**src/rtl/cmd_sequencer_pkg.sv**
```systemverilog
// Shared types and constants for the remote command sequencer:
// opcodes, FSM states, acknowledge bytes and watchdog widths.
package cmd_sequencer_pkg;

  typedef enum logic [2:0] {
    CMD_CAL   = 3'b000,
    CMD_HDG   = 3'b001,
    CMD_MV    = 3'b010,
    CMD_SOLVE = 3'b011
  } opcode_e;

  typedef enum logic [2:0] {
    ST_IDLE,
    ST_CAL,
    ST_HDG,
    ST_MV,
    ST_SOLVE,
    ST_RESP
  } state_e;

  localparam logic [7:0] POS_ACK_DFLT = 8'hA5;
  localparam logic [7:0] NEG_ACK_DFLT = 8'h5A;

  localparam int WD_W_FAST = 14;
  localparam int WD_W_SLOW = 22;

endpackage

```
**src/rtl/cmd_watchdog.sv**
```systemverilog
// Per-command watchdog: counts cycles spent in a wait state and flags the
// last cycle before the operation is declared stuck.
module cmd_watchdog
  import cmd_sequencer_pkg::*;
#(
  parameter bit FAST_SIM = 1'b1
) (
  input  logic clk,
  input  logic rst_n,
  input  logic clr_i,
  input  logic en_i,
  output logic tc_o
);

  localparam int W = FAST_SIM ? WD_W_FAST : WD_W_SLOW;

  logic [W-1:0] cnt_q, cnt_d;

  always_comb begin
    cnt_d = cnt_q;
    if (clr_i)
      cnt_d = '0;
    else if (en_i)
      cnt_d = cnt_q + W'(1);
  end

  always_ff @(posedge clk or negedge rst_n) begin
    if (!rst_n)
      cnt_q <= '0;
    else
      cnt_q <= cnt_d;
  end

  // All-ones means this is the 2^W-th cycle in the wait state.
  assign tc_o = en_i && (cnt_q == {W{1'b1}});

endmodule

```
**src/rtl/cmd_sequencer.sv**
```systemverilog
// Decodes remote commands, launches the matching navigation operation,
// waits for its completion strobe and returns one acknowledge byte.
//   state    | meaning
//   IDLE     | waiting for cmd_rdy
//   CAL      | calibration running, waiting for cal_done
//   HDG      | heading change running, waiting for mv_cmplt
//   MV       | move running, waiting for mv_cmplt
//   SOLVE    | solver owns navigation, waiting for sol_cmplt
//   RESP     | resp loaded, send_resp issued on exit
module cmd_sequencer
  import cmd_sequencer_pkg::*;
#(
  parameter bit         FAST_SIM = 1'b1,
  parameter logic [7:0] POS_ACK  = POS_ACK_DFLT,
  parameter logic [7:0] NEG_ACK  = NEG_ACK_DFLT
) (
  input  logic        clk,
  input  logic        rst_n,
  input  logic [15:0] cmd,
  input  logic        cmd_rdy,
  output logic        clr_cmd_rdy,
  output logic [7:0]  resp,
  output logic        send_resp,
  output logic        strt_cal,
  input  logic        cal_done,
  output logic        in_cal,
  output logic        strt_hdng,
  output logic [11:0] dsrd_hdg,
  output logic        strt_mv,
  output logic        stp_lft,
  output logic        stp_rght,
  input  logic        mv_cmplt,
  output logic        cmd_md,
  input  logic        sol_cmplt
);

  state_e      state_q;
  logic        clr_cmd_rdy_q, send_resp_q;
  logic        strt_cal_q, strt_hdng_q, strt_mv_q;
  logic        in_cal_q, stp_lft_q, stp_rght_q, cmd_md_q;
  logic [7:0]  resp_q;
  logic [11:0] dsrd_hdg_q;
  logic        wd_clr, wd_en, wd_tc;
  logic        unused_cmd_bit;

  assign unused_cmd_bit = cmd[12];

  assign wd_clr = (state_q == ST_IDLE);
  assign wd_en  = (state_q == ST_CAL) || (state_q == ST_HDG) || (state_q == ST_MV);

  cmd_watchdog #(.FAST_SIM(FAST_SIM)) u_wd (
    .clk   (clk),
    .rst_n (rst_n),
    .clr_i (wd_clr),
    .en_i  (wd_en),
    .tc_o  (wd_tc)
  );

  always_ff @(posedge clk or negedge rst_n) begin
    if (!rst_n) begin
      state_q       <= ST_IDLE;
      clr_cmd_rdy_q <= 1'b0;
      send_resp_q   <= 1'b0;
      strt_cal_q    <= 1'b0;
      strt_hdng_q   <= 1'b0;
      strt_mv_q     <= 1'b0;
      in_cal_q      <= 1'b0;
      stp_lft_q     <= 1'b0;
      stp_rght_q    <= 1'b0;
      cmd_md_q      <= 1'b1;
      resp_q        <= 8'h00;
      dsrd_hdg_q    <= 12'h000;
    end else begin
      clr_cmd_rdy_q <= 1'b0;
      send_resp_q   <= 1'b0;
      strt_cal_q    <= 1'b0;
      strt_hdng_q   <= 1'b0;
      strt_mv_q     <= 1'b0;
      case (state_q)
        ST_IDLE: if (cmd_rdy) begin
          clr_cmd_rdy_q <= 1'b1;
          case (cmd[15:13])
            CMD_CAL: begin
              strt_cal_q <= 1'b1;
              in_cal_q   <= 1'b1;
              state_q    <= ST_CAL;
            end
            CMD_HDG: begin
              dsrd_hdg_q  <= cmd[11:0];
              strt_hdng_q <= 1'b1;
              state_q     <= ST_HDG;
            end
            CMD_MV: begin
              stp_lft_q  <= cmd[1];
              stp_rght_q <= cmd[0];
              strt_mv_q  <= 1'b1;
              state_q    <= ST_MV;
            end
            CMD_SOLVE: begin
              cmd_md_q <= 1'b0;
              state_q  <= ST_SOLVE;
            end
            default: begin
              resp_q  <= NEG_ACK;
              state_q <= ST_RESP;
            end
          endcase
        end
        // A strobe coinciding with terminal count is still a success.
        ST_CAL: if (cal_done || wd_tc) begin
          resp_q   <= cal_done ? POS_ACK : NEG_ACK;
          in_cal_q <= 1'b0;
          state_q  <= ST_RESP;
        end
        ST_HDG, ST_MV: if (mv_cmplt || wd_tc) begin
          resp_q  <= mv_cmplt ? POS_ACK : NEG_ACK;
          state_q <= ST_RESP;
        end
        ST_SOLVE: if (sol_cmplt) begin
          resp_q   <= POS_ACK;
          cmd_md_q <= 1'b1;
          state_q  <= ST_RESP;
        end
        ST_RESP: begin
          send_resp_q <= 1'b1;
          state_q     <= ST_IDLE;
        end
        default: state_q <= ST_IDLE;
      endcase
    end
  end

  assign clr_cmd_rdy = clr_cmd_rdy_q;
  assign send_resp   = send_resp_q;
  assign strt_cal    = strt_cal_q;
  assign strt_hdng   = strt_hdng_q;
  assign strt_mv     = strt_mv_q;
  assign in_cal      = in_cal_q;
  assign stp_lft     = stp_lft_q;
  assign stp_rght    = stp_rght_q;
  assign cmd_md      = cmd_md_q;
  assign resp        = resp_q;
  assign dsrd_hdg    = dsrd_hdg_q;

endmodule

```
**config.mk**
```make
export PLATFORM = sky130hd
export DESIGN_NAME = cmd_sequencer
export DESIGN_NICKNAME = d
export VERILOG_FILES = /design/src/rtl/cmd_sequencer_pkg.sv /design/src/rtl/cmd_watchdog.sv /design/src/rtl/cmd_sequencer.sv
export SDC_FILE = /design/constraint.sdc
export NUM_CORES = 1
export LEC_CHECK = 0
export CORE_UTILIZATION = 59
export CTS_BUF_LIST = sky130_fd_sc_hd__clkbuf_2
export DETAILED_ROUTE_END_ITERATION = 10
export DONT_BUFFER_PORTS = 1
export PLACE_DENSITY = 0.77
export SETUP_SLACK_MARGIN = 0.2
export SLEW_MARGIN = 20
export SYNTH_ARGS = -nofsm -noshare
export SYNTH_HDL_FRONTEND = slang
export SYNTH_SLANG_ARGS = --single-unit
export TNS_END_PERCENT = 100
```
**constraint.sdc**
```tcl
create_clock -name clk -period 1.85 [get_ports clk]
set_input_delay 0.37 -clock clk [delete_from_list [all_inputs] [get_ports clk]]
set_output_delay 0.37 -clock clk [all_outputs]
set_load 0.01 [all_outputs]
```
==> summary.md <==
| Metric | Value |
|---|---|
| Result of the run | completed |
| Diodes inserted | 0 |
| Total of max-cap violations | 0 |
| Number of cells produced by synthesis | 172 |
| Pin slew with the least headroom to its limit | 458 ps |
| Antenna violations before repair | 0 |
| Total of flip-flops plus latches after synthesis | 40 |
| Iter 0 DRT Violations | 122 |
| Leading cell type in the layout, fill and taps excluded | dfrtp_1 |
| Top delay family on crit path | simple AND/OR/NAND/NOR gates |
| Final Max Slew Viols | 0 |
| Critical-path cell with the highest stage delay | or3b_2 |
| Proportion of synthesized chip area in sequential cells | 0.520 |
| Width of the chip | 59.2 microns |
| Sequential power share | 0.541 |
| Standard cell area after detailed placement | 1970 sq um |
| Clock network fraction of total power | 0.140 |
| Total negative setup slack | 0 ps |
| Drt wl/cell | 16.3 microns |
| Launch point of the worst path | state_q[0]$_DFFE_PN0P_ |
| DP HPWL | 2460 microns |
| Final period utilization | 0.916 |
| Int Pwr | 1.70 mW |
| Kind of path behind the tightest hold check | in -> reg |
| Number of warnings issued by yosys | 0 |
| Critical Path Source Type | register |
| Gp weighted congestion | 0.818 |
| Count of buffers from port buffering | 0 |
| Placeable core region | 3080 sq um |
| Remaining DRCs | 0 |
| Htree depth | 2 |
| Number of cell rows | 20 |
| Post-route design area | 2120 sq um |
| All-Layer GR Usage | 0.239 |
| Total overflow reported by the global router | 0 |
| Vias after detailed routing | 1,368 |
| Worst clock skew on the final layout | 12.4 ps |
| Endpoint required time on the critical path | 2150 ps |
| Die outline area | 3500 sq um |
| Post-synthesis cell type count | 46 |
| Clock root cell | clkbuf_2 |
| Total count of hold-check failures in the final report | 0 |
| CTS clock-pin slew for the worst setup and hold paths | 200 ps |
| Vias in the first global route | 1,379 |
| Endpoints failing setup | 0 |
| Final antenna-violating net count | 0 |
| Number of buffers between clock root and the deepest sink | 2 |
| Static leakage | 1.01 nW |
| 1st-pass router iterations | 4 |
| Mean instance size in the synthesized netlist | 11.2 sq um |
| Highest attainable clock frequency | 590 MHz |
| Switching power | 1.07 mW |
| First-pass GRT wire length | 6020 microns |
| Switch share | 0.386 |
| Arrival time worst endpoint | 2000 ps |
| Initial core utilization | 0.626 |
| Pin count of the biggest net entering global routing | 41 |
| Gate power share | 0.320 |
| Ratio of routed vias to standard cells | 6.03 |
| Commonest register cell after synthesis | dfrtp_1 |
| R2R Path Start | state_q[0]$_DFFE_PN0P_ |
| Number of inserted filler cells in the final layout | 254 |
| Layout Area Growth over Synthesis | 9.93% |
| Ordered list of cells on the worst path | nor3_4, nand3_2, or3b_2, mux2_2 |
| Later-pin clock latency in the skew report | 400 ps |
| Max_slew headroom | 0.695 |
| Number of buffers and inverters on the critical path | 0 |
| VDD IR max | 0.000869 V |
| TritonCTS clock tree | built |
| Nets in the synthesized netlist | 195 |
| Classification of the worst setup path | reg -> reg |
| Ys async rst share | 1.00 |
| Count of boundary I/O pins | 51 |
| Maximum fanout count along the critical path | 4 |
| Netlist area before placement | 1930 sq um |
| Number of enable-type register cells in the synthesized netlist | 0 |
| Die boundary height | 59.2 microns |
| Critical path endpoint category | register |
| CTS buffer count | 5 |
| Ratio of cells with drive above 1 in the final layout | 0.257 |
| Leading cell types in the layout, fill and taps excluded | 39 x dfrtp_1, 14 x nor2_1, 11 x nand2_1, 11 x buf_4, 10 x mux2_4 |
| Max stage delay on crit path | 510 ps |
| Minimum clock period | 1690 ps |
| Net count, final | 205 |
| Wirelength, routed | 3690 microns |
| Sink count of the clock tree | 40 |
| Power density cells | 1300 nW/um^2 |
| Setup repair after global routing missed its margin | true |
| Min-Delay Startpoint | cmd[2] |
worst paths after layout:
check	endpoint	slack (ps)	depth (start not counted)
setup / recovery	stp_lft$_DFFE_PN0P_	160	4
hold / removal	dsrd_hdg[2]$_DFFE_PN0P_	100	1
setup reg to reg	stp_lft$_DFFE_PN0P_	160	4
hold reg to reg	u_wd.cnt_q[1]$_DFFE_PN0P_	540	2
max in group asynchronous	cmd_md$_DFFE_PN1P_	1200	2
min in group asynchronous	u_wd.cnt_q[0]$_DFFE_PN0P_	410	2
cell usage after synthesis, drive strengths merged, types with 2 or more instances:
| master | count | area share |
|---|---|---|
| clkbuf | 6 | 0.012 |
| a21oi | 8 | 0.021 |
| inv | 4 | 0.0078 |
| o211ai | 2 | 0.0078 |
| o21ai | 6 | 0.016 |
| xnor2 | 4 | 0.018 |
| o31ai | 4 | 0.016 |
| nand2 | 11 | 0.021 |
| or3 | 2 | 0.0065 |
| or3b | 2 | 0.010 |
| nand4 | 5 | 0.016 |
| xor2 | 6 | 0.027 |
| a21o | 2 | 0.0078 |
| mux2 | 14 | 0.10 |
| dfrtp | 39 | 0.51 |
| nand3 | 4 | 0.013 |
| nor3b | 3 | 0.012 |
| nor2 | 14 | 0.027 |
| and3 | 2 | 0.0065 |
| nor3 | 7 | 0.024 |
| buf | 8 | 0.032 |
flip-flops by register name, summed over array words and instances, names as in the netlist, 2 cells and up:
register    count
resp            2
state_q         3
dsrd_hdg       12
u_wd.cnt_q     14
through the flow:
step            util  setup slack, ps  cells  hold WS [ps]  total power [mW]
3_5_place_dp   0.639              118    210          75.2              2.33
3_3_place_gp   0.639              145    210          75.2              2.29
4_1_cts        0.678              150    224          70.0              2.76
5_1_grt        0.689              135    227          35.2              2.94
6_report       0.689              156    227           102              2.76
2_1_floorplan      -             66.8    172          74.4              2.20
layer usage:
metal	track usage	vias to the layer above	routed length, microns
met4	0.0952	0	59
li1	-	624	-
met3	0.0961	9	210
met1	0.283	691	1610
met2	0.390	44	1820
met5	0	-	0
worst register-to-register path: stages, from the launching register on:
cell,delay (ps)
dfrtp_1,450
nor3_4,210
nand3_2,130
or3b_2,510
mux2_2,290
cells by family (layout without fill, tap and decap cells):
family                   Yosys count  in the layout  synth area share
multiplexers                      15             15             0.106
AND/OR/NAND/NOR                   59             60             0.175
AO/OA/AOI/OAI                     29             29            0.0960
buffers and inverters             18             28            0.0513
flip-flops                        40             40             0.520
adder cells (fa/ha/maj)            1              1           0.00649
XOR/XNOR                          10             10            0.0454
power groups by stage:
stage,combinational [mW],clock (mW),sequential [mW]
5_1_grt,0.977,0.439,1.53
2_1_floorplan,0.777,0,1.42
3_3_place_gp,0.791,0,1.50
6_report,0.883,0.386,1.49
4_1_cts,0.868,0.401,1.50
3_5_place_dp,0.821,0,1.51
repair_timing:
item                                    in CTS  in global routing
hold buffers                                 4                  0
pin swaps                                    6                  3
buffers inserted                             1                  3
cloned                                       1                  0
gates resized for setup                      3                  2
endpoints found under the hold margin       42                  0
endpoints found under the setup margin      17                 19
cell type report:
type	count	area (sq um)	share of cell area
flip-flops and latches	40	1000	0.473
multi-input cells	115	857	0.404
repair buffers	16	144	0.0679
well taps	44	55.1	0.0260
clock buffers	6	30.0	0.0142
clock inverters	2	16.3	0.00767
inverters	4	15.0	0.00708
(Power assumes the default switching activity.)
